[src/rtl/isa_pkg.sv]
// -----------------------------------------------------------------------------
// isa_pkg
//   Shared instruction-set constants and types. The instruction memory,
//   the CPU fetch path and the instruction loader use these so that word and
//   address widths stay consistent across the design.
//
//   ADDR_W   : instruction memory address width (4096 words)
//   INSTR_W  : instruction word width
//   BYTES_PW : stream bytes per instruction word, ceil(INSTR_W/8)
//   instr_t  : one instruction word
//   iaddr_t  : one instruction memory address
// -----------------------------------------------------------------------------
package isa_pkg;

    localparam int ADDR_W   = 12;
    localparam int INSTR_W  = 19;
    localparam int BYTES_PW = (INSTR_W + 7) / 8;

    typedef logic [INSTR_W-1:0] instr_t;
    typedef logic [ADDR_W-1:0]  iaddr_t;

endpackage

[src/rtl/instruction_loader.sv]
// -----------------------------------------------------------------------------
// instruction_loader
//   Write-side companion to the instruction memory. It accepts a byte stream
//   over a valid/ready handshake and packs every three bytes (little-endian,
//   top byte truncated to 3 bits) into one 19-bit instruction word. Each word
//   is written to consecutive addresses starting at base_addr. While a load is
//   in progress the CPU is held through cpu_hold.
//
// Ports
//   clk         in   1          system clock, all state on posedge
//   rst         in   1          asynchronous active-low reset
//   start       in   1          pulse: begin a load at base_addr (IDLE only)
//   base_addr   in   ADDR_W     first write address, sampled on accepted start
//   byte_in     in   8          stream byte
//   byte_valid  in   1          byte_in valid
//   last        in   1          byte_in is the final byte of the final word
//   byte_ready  out  1          loader accepts a byte this cycle
//   mem_we      out  1          instruction memory write enable, 1 cycle/word
//   mem_addr    out  ADDR_W     write address (holds when mem_we=0)
//   mem_wdata   out  INSTR_W    write data    (holds when mem_we=0)
//   busy        out  1          load in progress
//   cpu_hold    out  1          same as busy; CPU must stall and hold PC
//   done        out  1          pulse: load completed cleanly
//   error       out  1          sticky abort flag, cleared by next start
//   word_count  out  ADDR_W+1   words written since the last accepted start
// -----------------------------------------------------------------------------
module instruction_loader
    import isa_pkg::*;
(
    input  logic               clk,
    input  logic               rst,
    input  logic               start,
    input  logic [ADDR_W-1:0]  base_addr,
    input  logic [7:0]         byte_in,
    input  logic               byte_valid,
    input  logic               last,
    output logic               byte_ready,
    output logic               mem_we,
    output logic [ADDR_W-1:0]  mem_addr,
    output logic [INSTR_W-1:0] mem_wdata,
    output logic               busy,
    output logic               cpu_hold,
    output logic               done,
    output logic               error,
    output logic [ADDR_W:0]    word_count
);

    typedef enum logic [1:0] {
        IDLE    = 2'd0,
        COLLECT = 2'd1,
        WRITE   = 2'd2,
        DONE    = 2'd3
    } loader_state_t;

    localparam logic [1:0] LAST_IDX = 2'(BYTES_PW - 1);

    loader_state_t state;
    logic [1:0]    idx;        // position of the next byte within the word
    logic [15:0]   word_lo;    // bytes 0 and 1 of the word being assembled
    iaddr_t        addr;       // address the current word will be written to
    logic          last_flag;  // the word being written closes the load

    // Only byte_in[2:0] of the third byte lands in the word.
    logic unused_top_bits;
    assign unused_top_bits = ^byte_in[7:3];

    // Every handshake/status output is a pure decode of the state register.
    assign byte_ready = (state == COLLECT);
    assign busy       = (state == COLLECT) || (state == WRITE);
    assign cpu_hold   = busy;
    assign mem_we     = (state == WRITE);
    assign done       = (state == DONE);

    always_ff @(posedge clk or negedge rst) begin
        if (!rst) begin
            state      <= IDLE;
            idx        <= 2'd0;
            word_lo    <= 16'd0;
            addr       <= '0;
            last_flag  <= 1'b0;
            mem_addr   <= '0;
            mem_wdata  <= '0;
            error      <= 1'b0;
            word_count <= '0;
        end else begin
            case (state)
                IDLE: begin
                    if (start) begin
                        addr       <= base_addr;
                        error      <= 1'b0;
                        word_count <= '0;
                        idx        <= 2'd0;
                        last_flag  <= 1'b0;
                        state      <= COLLECT;
                    end
                end

                COLLECT: begin
                    if (byte_valid) begin
                        if (idx == LAST_IDX) begin
                            // Word complete: present it on the write port now so
                            // mem_addr/mem_wdata only change when a write happens.
                            mem_addr  <= addr;
                            mem_wdata <= {byte_in[2:0], word_lo};
                            last_flag <= last;
                            state     <= WRITE;
                        end else begin
                            if (idx == 2'd0) begin
                                word_lo[7:0] <= byte_in;
                            end else begin
                                word_lo[15:8] <= byte_in;
                            end
                            if (last) begin
                                // Stream ended mid-word: discard it and abort.
                                error <= 1'b1;
                                state <= IDLE;
                            end else begin
                                idx <= idx + 2'd1;
                            end
                        end
                    end
                end

                WRITE: begin
                    word_count <= word_count + (ADDR_W + 1)'(1);
                    if (last_flag) begin
                        state <= DONE;
                    end else if (addr == '1) begin
                        // Top of memory reached with more data pending; refuse
                        // to wrap onto address 0.
                        error <= 1'b1;
                        state <= IDLE;
                    end else begin
                        addr  <= addr + 1'b1;
                        idx   <= 2'd0;
                        state <= COLLECT;
                    end
                end

                DONE: begin
                    state <= IDLE;
                end

                default: begin
                    state <= IDLE;
                end
            endcase
        end
    end

endmodule

[config.mk]
export PLATFORM = sky130hd
export DESIGN_NAME = instruction_loader
export DESIGN_NICKNAME = d
export VERILOG_FILES = /design/src/rtl/isa_pkg.sv /design/src/rtl/instruction_loader.sv
export SDC_FILE = /design/constraint.sdc
export NUM_CORES = 1
export LEC_CHECK = 0
export ABC_CLOCK_PERIOD_IN_PS = 3600
export BUFFER_PORTS_ARGS = -buffer_cell sky130_fd_sc_hd__buf_4
export CORE_AREA = 2 2 90 92
export DETAILED_ROUTE_END_ITERATION = 8
export DIE_AREA = 0 0 92 94
export PLACE_DENSITY_LB_ADDON = 0.25
export SYNTH_ARGS = -nofsm -noshare
export SYNTH_HDL_FRONTEND = slang
export SYNTH_SLANG_ARGS = --single-unit
[constraint.sdc]
create_clock -name clk -period 3.6 [get_ports clk]
set_input_delay 0.18 -clock clk [delete_from_list [all_inputs] [get_ports clk]]
set_output_delay 0.18 -clock clk [all_outputs]
set_load 0.02 [all_outputs]
# ---- After elaboration in Yosys (flattened, before gate mapping)
# Index checks and enable logic that the tools add are counted.
dict set report op_classes {
  n_mux 30
  addsub 3
  reduce_logical 15
  n_eq_ne 15
  bitwise_logic 2
}
# op count
set ops {}
lappend ops {{2-to-1 mux 12 bit} 3}
lappend ops {{case mux 13 bit (2 select lines)} 1}
lappend ops {{case mux 12 bit (2 select lines)} 1}
lappend ops {{2-to-1 mux 2 bit} 11}
lappend ops {{AND reduction 4 bit} 4}
lappend ops {{inequality test 2 bit (second input constant)} 7}
lappend ops {{AND reduction 7 bit} 2}
lappend ops {{adder 13 x 1 -> 13 bit (second input constant)} 1}
lappend ops {{2-to-1 mux 13 bit} 1}
lappend ops {{adder 12 x 1 -> 12 bit (second input constant)} 1}
lappend ops {{equality test 12 bit (second input constant)} 1}
lappend ops {{2-to-1 mux 1 bit} 9}
lappend ops {{case mux 2 bit (4 select lines)} 1}
lappend ops {{equality test 2 bit (second input constant)} 3}
lappend ops {{case mux 2 bit (3 select lines)} 1}
lappend ops {{AND reduction 3 bit} 2}
lappend ops {{zero test 2 bit} 2}
lappend ops {{inequality test 2 x 1 -> 1 bit (second input constant)} 2}
lappend ops {{nonzero test 2 bit} 2}
lappend ops {{inequality test 3 x 2 -> 1 bit (second input constant)} 1}
lappend ops {{case mux 1 bit (3 select lines)} 1}
lappend ops {{nonzero test 3 bit} 1}
lappend ops {{adder 2 x 1 -> 2 bit (second input constant)} 1}
lappend ops {{equality test 2 x 1 -> 1 bit (second input constant)} 1}
lappend ops {{other kinds (4)} 5}
dict set report word_totals {
  regBits 78
  inputBits 25
  out_inout_bits 50
}

# ---- Depth between registers and ports, before layout
# Gate-level depths: netlist of the first run.
dict set report depth {
  depth_word 5
  depth_mapped 8
  depth_no_buf 6
}

# ---- Worst setup path after synthesis of the first run
# Ideal clock, no wire load.
dict set report synth_path {
  kind {reg2reg}
  start {register state[0]}
  end {register word_count[12]}
  arrival_time_ns 2.105
  path_slack_ns 1.418
  t_required_ns 3.522
  setup_time_ns 0.078
  stages_incl_launch_ff 8
  synth_period_minus_slack_ns 2.182
  path_cell_list {dfrtp_1 -> inv_1 -> ha_1 -> buf_2 -> mux2i_1 -> or4b_4 -> or3_1 -> a21oi_1}
}
dict set report synth_via {
  elab_chain_len 3
  elab_cells_between_ends 6
  cone_classes {2 x eq/ne; 1 x mux; 3 x reduce/logical}
}
# item line
set synth_lines {}
lappend synth_lines {{start: declaration} instruction_loader.sv:57} ;# loader_state_t state;
lappend synth_lines {{start signal: assignment} instruction_loader.sv:76} ;# state <= IDLE;
lappend synth_lines {{start signal: assignment} instruction_loader.sv:94} ;# state <= COLLECT;
lappend synth_lines {{start signal: assignment} instruction_loader.sv:106} ;# state <= WRITE;
lappend synth_lines {{equality test 2 bit *} n/a}
lappend synth_lines {{named net mem_we} instruction_loader.sv:38} ;# output logic mem_we,
lappend synth_lines {{nonzero test 2 bit (no line)} n/a}
lappend synth_lines {{AND reduction 2 bit (no line)} n/a}
lappend synth_lines {{end signal: assignment} instruction_loader.sv:125} ;# word_count <= word_count + (ADDR_W + 1)'(1);
lappend synth_lines {{end: declaration} instruction_loader.sv:45} ;# output logic [ADDR_W:0] word_count
# The timed path passes the listed nets; every way through them passes the cells marked *.
# A chain may end at the register's enable or synchronous reset.

# ---- Final worst setup path of the first run
dict set report layout_path {
  start {register state[0]}
  end {register word_count[12]}
}
dict set report layout_via {
  elab_chain_len 3
  elab_cells_between_ends 6
  cone_classes {2 x eq/ne; 1 x mux; 3 x reduce/logical}
}
# item line
set layout_lines {}
lappend layout_lines {{equality test 2 bit or zero test 2 bit (tied branches)} instruction_loader.sv:86} ;# case (state)
lappend layout_lines {{nonzero test 2 bit (no line) or inequality test 2 bit (tied branches)} n/a}
lappend layout_lines {{AND reduction 2 bit (no line)} n/a}
# Several ways; a longest one is shown, not always the timed one.

==> results of run 1 <==
## cells in the mapped netlist (7+ instances only)
master | number | share of area
dfrtp_1 | 78 | 0.52
mux2_2 | 49 | 0.15
nand2_1 | 25 | 0.025
nand3_1 | 22 | 0.029
nor2_1 | 14 | 0.014
a21oi_1 | 13 | 0.017
o21ai_0 | 13 | 0.017
clkbuf_1 | 11 | 0.011
ha_1 | 9 | 0.030
inv_1 | 8 | 0.0079
nor3_1 | 8 | 0.011
o22ai_1 | 7 | 0.012
## per-layer routing
metal | GRT usage | wire [um] | up-vias | part of all wire
li1 | - | - | 1398 | -
met1 | 0.274 | 3730 | 1411 | 0.45
met5 | 0 | 0 | - | 0
met3 | 0.0465 | 532 | 6 | 0.064
met2 | 0.333 | 4050 | 85 | 0.48
met4 | 0.0597 | 57 | 0 | 0.0068
## report_power, final
part	switching, uW	internal (uW)
Sequential	292	1240
Combinational	924	839
Clock	331	251
## final timing paths
path	slack, ps	start	end
setup / recovery	950	state[0]	word_count[12]
hold / removal	-20	rst	mem_addr[9]
setup reg to reg	950	state[0]	word_count[12]
hold reg to reg	510	word_lo[5]	mem_wdata[5]
max in group asynchronous	2990	rst	addr[1]
min in group clk	80	base_addr[6]	addr[6]
## logic make-up after synthesis
family,count (synthesis),share of synthesized area
simple gates,108,0.154
flops,78,0.516
compound gates,61,0.107
mux,52,0.154
buf+inv,27,0.0298
fa+ha+maj,9,0.0298
xor+xnor,4,0.00926
## sequential cells by signal (all words and copies together) (netlist names)
signal,count
mem_wdata,19
addr,12
mem_addr,12
error,1
word_lo,16
state,2
word_count,13
idx,2
last_flag,1
## area by class of cell
type / instances / area, sq um / share of cell area
timing repair buffer: 78 / 586 / 0.127
multi-input combinational: 234 / 1730 / 0.376
tap: 102 / 128 / 0.0278
clock inverter: 7 / 48.8 / 0.0106
clock buffer: 9 / 124 / 0.0270
sequential: 78 / 1950 / 0.425
inverter: 8 / 30.0 / 0.00654
## through the flow
step / std cells / cell area [sq um]
2_1_floorplan: 339 / 3780
6_report: 516 / 4590
3_5_place_dp: 500 / 4420
4_1_cts: 516 / 4590
5_1_grt: 516 / 4590
3_3_place_gp: 500 / 4420
## worst max-delay path, cell delays in order, from the launching register on
cell and delay [ps]:
dfrtp_1 420, inv_1 120, ha_1 450, mux2i_1 270, buf_4 240, or4b_4 550, or3_1 370, a21oi_1 150
==> results.md, run 1 <==
* # port buffers at 74
* Die Y at 94 um
* Worst R2R Path Depth at 7
* Clock Skew at 12.5 ps
* Share of cells above drive strength 1 at 0.365
* Synthesized net count at 373
* DP HPWL at 5.96 mm
* Net count, final at 443
* Routability cong. at 0.830
* GRT overflow at 0
* PwrDens at 844 nW/um^2
* Number of synthesized flops with an enable pin at 0
* Cells after Synth at 339
* Vias per cell at 5.62
* Crit Path Category: reg2reg
* Vias post-DR at 2900
* Static Leak at 0.00206 uW
* ANT nets after route at 0
* Initial DRC Count at 232
* Clk pin slew, worst setup/hold paths at 90 ps
* CP Launch Type: flop
* Syn_area_per_cell at 11.2 sq um
* Yosys reg bits at 78
* N_diodes at 0
* Max rail drop VDD at 0.470 mV
* Setup total negative slack at 0 ps
* First-pass GRT wire length at 14.1 mm
* Initial antenna violation count at 0
* Max cap viols at 0
* CTS tree: done
* Final Worst Setup Slack at 954 ps
* CTS root buffer: clkbuf_8
* DR pass1 iterations at 4
* Tcrit/Tclk final at 0.735
* Final Routed Wirelength at 8.36 mm
* Crit path DAT at 2900 ps
* Ports at 75
* Status: finished, violations left
* Core Footprint at 7610 sq um
* Sequential share of the synthesized area at 0.516
* FMAX at 378 MHz
* Crit-path max FO at 13
* Number of remaining DRC errors at 0
* Area grow syn2layout at 21.4%
* Slew of the pin with the lowest slew margin at 955 ps
* Post-CTS Setup Inserts at 0
* Num rows at 32
* WL per Instance at 16.2 um
* Yosys Warn Count at 0
* Largest net degree at the start of global routing at 79
* Hold Path Class: in2async
* Total Routing Usage GR at 0.204
* Clock H-tree levels at 3
* WP data required at 3860 ps
* Initial Util at 0.497
* Crit. End Element: flop
* CTS buffer count at 9
* Vias in the first global route at 2919
* Async SR Flop Fraction at 1.00
* Tot Pwr at 3880 uW
* Final core occ at 0.604
* CTS sink cnt at 78
* Synthesized area at 3780 sq um
* Pins over their slew limit at 0
* DIE WIDTH at 92 um
* Setup Viol. Count Final at 0
* Skew-Pair Late Insertion Delay at 340 ps
* Die area at 8650 sq um
* Post-synth cell types at 54
* Most frequent cells in the layout: dfrtp_1, buf_4, mux2_2
* Failing checks: hold timing
* Max Root-Sink Buffers at 2
* WHS at -22.7 ps
* Fillers at 665
* Crit path time final at 2650 ps
* Main synth FF type: dfrtp_1
* Pre-CTS setup slack at 1010 ps
* Hold_buf cts at 0
* RSZ-0062 raised after global routing: no
* Final hold violation count at 30
* Max_slew headroom at 0.363
* Post-CTS resize count at 0
Power figures use the tool's default switching activity.
==> run 2, diff against run 1 <==
Settings changed: ABC_CLOCK_PERIOD_IN_PS 3600 to 2400.
Clock period 3.6 ns to 2.4 ns, I/O delays scaled along.
==> run 2 against run 1 <==
Net effect:
- the run now ends clean
- clock power increased by 75%
- die area unchanged
- maximum frequency increased by 22%
- combinational power increased by 55%
- core utilization increased by 1.4 points
- global-route usage increased by 0.58 points
- clock-buffer cell count increased by 1
- sequential share of layout area decreased by 0.97 points
- critical path depth unchanged
- clock skew decreased by 0.54 ps
- sequential cell count unchanged
- hold slack improved by 36 ps
==> results.md, run 2 (synthesis gave the netlist of run 1 again) <==
* R2r setup slk at 230 ps (was 950 ps)
* Crit Path Category: reg2reg (unchanged)
* CP Launch Type: flop (unchanged)
* Vias per cell at 5.68 (was 5.62)
* Regs by FF count: mem_wdata x19, word_lo x16, word_count x13 (unchanged)
* CTS buffer count at 9 (unchanged)
* Skew-Pair Late Insertion Delay at 350 ps (was 340 ps)
* DP HPWL at 5.99 mm (was 5.96 mm)
* DIE WIDTH at 92 um (unchanged)
* Final Routed Wirelength at 8.49 mm (was 8.36 mm)
* DR pass1 iterations at 4 (unchanged)
* Ports at 75 (unchanged)
* Final Worst Setup Slack at 233 ps (was 954 ps)
* Crit. End Element: flop (unchanged)
* Slew of the pin with the lowest slew margin at 973 ps (was 955 ps)
* Static Leak at 0.00211 uW (was 0.00206 uW)
* Register with the most flip-flops: mem_wdata (unchanged)
* GRT overflow at 0 (unchanged)
* Final hold violation count at 0 (was 30)
* Post-CTS Setup Inserts at 0 (unchanged)
* Clk pin slew, worst setup/hold paths at 90 ps (about the same)
* Tcrit/Tclk final at 0.903 (was 0.735)
* Initial antenna violation count at 0 (unchanged)
* Initial DRC Count at 252 (was 232)
* Share of cells above drive strength 1 at 0.374 (was 0.365)
* WP data required at 2700 ps (was 3860 ps)
* First-pass GRT wire length at 14.2 mm (was 14.1 mm)
* RSZ-0062 raised after global routing: no (unchanged)
* Max rail drop VDD at 0.730 mV (was 0.470 mV)
* Critical Path Start: state[0] (unchanged)
* CTS sink cnt at 78 (unchanged)
* Crit path time final at 2170 ps (was 2650 ps)
* Placed insts at 507 (was 500)
* Number of remaining DRC errors at 0 (unchanged)
* Crit-path max FO at 11 (was 13)
* Vias in the first global route at 2932 (was 2919)
* Min-delay src: byte_in[5]
* CTS root buffer: clkbuf_8 (unchanged)
* Final std cells w/o fill at 525 (was 516)
* WL per Instance at 16.2 um (about the same)
* Die area at 8650 sq um (unchanged)
* Routability cong. at 0.868 (was 0.830)
* Area grow syn2layout at 24.2% (was 21.4%)
* Clock H-tree levels at 3 (unchanged)
* Clock Skew at 12.0 ps (was 12.5 ps)
* Pre-CTS setup slack at 262 ps (was 1010 ps)
* Hold Path Class: in2reg (was in2async)
* Die Y at 94 um (unchanged)
* Setup total negative slack at 0 ps (unchanged)
* WHS at 13.1 ps (was -22.7 ps)
* Max_slew headroom at 0.351 (was 0.363)
* Largest net degree at the start of global routing at 79 (unchanged)
* # port buffers at 74 (unchanged)
* Pins over their slew limit at 0 (unchanged)
* Commonest non-fill, non-tap cell in the layout: buf_4
* Max FFs per register at 19 (unchanged)
* Tot Pwr at 6040 uW (was 3880 uW)
* Vias post-DR at 2981 (was 2900)
* Net count, final at 452 (was 443)
* Total Routing Usage GR at 0.209 (was 0.204)
* FMAX at 462 MHz (was 378 MHz)
* Setup Viol. Count Final at 0 (unchanged)
* CTS tree: done (unchanged)
* N_diodes at 0 (unchanged)
* Core Footprint at 7610 sq um (unchanged)
* Max cap viols at 0 (unchanged)
* Max Root-Sink Buffers at 2 (unchanged)
* Most frequent cells in the layout: buf_4, dfrtp_1, mux2_2 (was dfrtp_1, buf_4, mux2_2)
* Reg2reg start: state[0] (unchanged)
* Status: finished clean (was finished, violations left)
* ANT nets after route at 0 (unchanged)
* Initial Util at 0.497 (unchanged)
* Num rows at 32 (unchanged)
* Crit path DAT at 2460 ps (was 2900 ps)
* PwrDens at 1290 nW/um^2 (was 844 nW/um^2)
-- run 2: layout make-up --
cell class              count  area (sq um)
fillers                   638          2910
flip-flops and latches     78          1950
multi-input cells         234          1730
repair buffers             87           658
clock buffers              10           138
well taps                 102           128
clock inverters             6          70.1
inverters                   8          30.0
-- run 2: timing repair --
item / 4_1_cts / 5_1_grt
hold buffers: 2 / 0
endpoints found under the hold margin: 79 / 0
resized for setup: 0 / 0
-- run 2: per-stage QoR --
step	util	area, sq um
floorplan	-	3780
global placement	0.588	4470
detailed placement	0.588	4470
CTS	0.618	4700
global route	0.618	4700
finish	0.618	4700
-- run 2: power breakdown --
| group | internal [uW] | total (uW) | switching, uW |
|---|---|---|---|
| sequential | 1860 | 2300 | 439 |
| clock | 514 | 1020 | 505 |
| combinational | 1320 | 2730 | 1410 |
| total | 3690 | 6040 | 2360 |
-- run 2: worst paths after layout --
kind | endpoint | cells past startpoint
worst max-delay path | addr[3] | 7
worst min-delay path | word_lo[13] | 2
worst max register to register | addr[3] | 7
worst min register to register | mem_wdata[12] | 1
max in group asynchronous | mem_addr[2] | 2
min in group asynchronous | addr[10] | 2
-- run 2: routing by layer --
metal	up-vias	track usage	wire, um
li1	1415	-	-
met1	1443	0.279	3800
met2	109	0.330	3920
met3	14	0.0682	624
met4	0	0.0585	142
met5	-	0	0
-- run 2: worst max-delay path, stage by stage, from the launching register on --
cell and delay (ps):
dfrtp_1 400, inv_1 100, ha_1 260, buf_4 180
mux2_2 340, o311ai_0 240, or4_1 520, nand3_1 80
==> run 3, diff against run 2 <==
Settings changed: GPL_TIMING_DRIVEN set to 0.
==> run 3 against run 2 <==
Net effect:
- die area unchanged
- hold slack got worse by 1.2 ps
- clock power about the same
==> results.md, run 3 (synthesis gave the netlist of run 1 again) <==
* GRT busiest layer: met2 (unchanged)
* Vias in the first global route at 2971 (was 2932)
* Met3 Use GR at 0.0522 (was 0.0682)
* Ports at 75 (unchanged)
* Max FFs per register at 19 (unchanged)
* Clk pin slew, worst setup/hold paths at 80 ps (was 90 ps)
* Max Root-Sink Buffers at 2 (unchanged)
* ANT nets after route at 0 (unchanged)
* Hold Path Class: in2reg (unchanged)
* Final Routed Wirelength at 8.58 mm (was 8.49 mm)
* Total Routing Usage GR at 0.213 (was 0.209)
* Number of remaining DRC errors at 0 (unchanged)
* Die Y at 94 um (unchanged)
* Sw power at 2390 uW (was 2360 uW)
* Routability cong. at 0.862 (was 0.868)
* DIE WIDTH at 92 um (unchanged)
* Gate power share at 0.469 (was 0.451)
* Vias per cell at 5.67 (was 5.68)
* Max_slew headroom at 0.350 (was 0.351)
* Skew-Pair Late Insertion Delay at 350 ps (about the same)
* GRT overflow at 0 (unchanged)
* CTS root buffer: clkbuf_8 (unchanged)
* Area after DPL at 4470 sq um (about the same)
* Largest net degree at the start of global routing at 79 (unchanged)
* Num rows at 32 (unchanged)
* Initial Util at 0.497 (unchanged)
* Core Footprint at 7610 sq um (unchanged)
* Final hold violation count at 0 (unchanged)
* N_diodes at 0 (unchanged)
* Crit Path Category: reg2reg (unchanged)
* Design area at 4740 sq um (was 4700 sq um)
* Crit. End Element: flop (unchanged)
* Commonest non-fill, non-tap cell in the layout: dfrtp_1 (was buf_4)
* DR pass1 iterations at 4 (unchanged)
* Share of cells above drive strength 1 at 0.354 (was 0.374)
* FMAX at 445 MHz (was 462 MHz)
* Slew of the pin with the lowest slew margin at 975 ps (was 973 ps)
* PwrDens at 1270 nW/um^2 (was 1290 nW/um^2)
* CTS buffer count at 9 (unchanged)
* Crit path DAT at 2470 ps (was 2460 ps)
* Max cap viols at 0 (unchanged)
* Reg power frac at 0.366 (was 0.380)
* DP HPWL at 6.07 mm (was 5.99 mm)
* Vias post-DR at 3045 (was 2981)
* Met2 usage at 0.343 (was 0.330)
* Die area at 8650 sq um (unchanged)
* WL per Instance at 16.0 um (was 16.2 um)
* CTS sink cnt at 78 (unchanged)
* RSZ-0062 raised after global routing: no (unchanged)
* Crit-path max FO at 10 (was 11)
* Register with the most flip-flops: mem_wdata (unchanged)
* Setup total negative slack at 0 ps (unchanged)
* Clock Skew at 6.59 ps (was 12.0 ps)
* First-pass GRT wire length at 14.4 mm (was 14.2 mm)
* Setup Viol. Count Final at 0 (unchanged)
* Status: finished clean (unchanged)
* Clock share of power at 0.165 (was 0.169)
* Area grow syn2layout at 25.3% (was 24.2%)
* Initial antenna violation count at 0 (unchanged)
* WP data required at 2620 ps (was 2700 ps)
* Static Leak at 0.00211 uW (about the same)
* Crit path time final at 2250 ps (was 2170 ps)
* Most frequent cells in the layout: dfrtp_1, buf_4, mux2_2 (was buf_4, dfrtp_1, mux2_2)
* # port buffers at 74 (unchanged)
* Net Sw Frac at 0.395 (was 0.390)
* Tcrit/Tclk final at 0.937 (was 0.903)
* Initial DRC Count at 178 (was 252)
* Max rail drop VDD at 0.785 mV (was 0.730 mV)
* Regs by FF count: mem_wdata x19, word_lo x16, word_count x13 (unchanged)
* Pins over their slew limit at 0 (unchanged)
* CTS tree: done (unchanged)
* Internal Power at 3660 uW (was 3690 uW)
* GR met1 Demand/Resource at 0.273 (was 0.279)
* Net count, final at 464 (was 452)
* Clock H-tree levels at 3 (unchanged)
* CP Launch Type: flop (unchanged)
-- run 3: final timing paths --
check,start,end,slack [ps],cells after the start
min in group asynchronous,rst,mem_addr[5],440,2
setup / recovery,state[0],addr[6],150,8
max in group asynchronous,rst,mem_wdata[0],1310,2
hold / removal,byte_in[1],word_lo[9],10,2
hold reg to reg,word_lo[11],mem_wdata[11],500,1
setup reg to reg,state[0],addr[6],150,8
-- run 3: layout make-up --
class,count,area [sq um]
fillers,629,2870
flip-flops and latches,78,1950
multi-input cells,234,1730
repair buffers,80,616
clock buffers,10,128
well taps,102,128
plain buffers,19,86.3
clock inverters,6,71.3
inverters,8,30.0
-- run 3: metrics by stage --
step	hold WS (ps)	utilization	std cells	setup WS [ps]	power, uW
floorplan	-176	-	339	218	4050
global placement	332	0.587	515	57.0	4950
detailed placement	335	0.587	515	25.5	5040
CTS	0.218	0.620	536	23.0	6050
global route	9.51	0.623	537	31.8	6450
finish	12.0	0.623	537	152	6040
-- run 3: metal layers --
metal	up-vias	wire, um
met2	108	4080
li1	1437	-
met4	0	197
met3	18	672
met1	1482	3630
met5	-	0
-- run 3: timing repair --
| action | 4_1_cts | 5_1_grt |
|---|---|---|
| hold buffers | 5 | 1 |
| cloned | 0 | 0 |
| setup buffers | 0 | 0 |
| resized for setup | 1 | 4 |
| hold endpoints to repair | 85 | 1 |
| setup endpoints to repair | 1 | 8 |
-- run 3: power groups by stage --
stage	combinational (uW)	sequential, uW	clock (uW)
CTS	2830	2210	1010
global route	3100	2280	1070
floorplan	1570	2480	0
global placement	2750	2200	0
detailed placement	2810	2230	0
finish	2840	2210	995
-- run 3: critical path, stage by stage (launching register included) --
cell,delay (ps)
dfrtp_1,400
inv_1,100
ha_1,220
buf_2,180
mux2i_2,300
clkbuf_4,300
nor2_2,140
a221oi_1,340
nand3_1,140
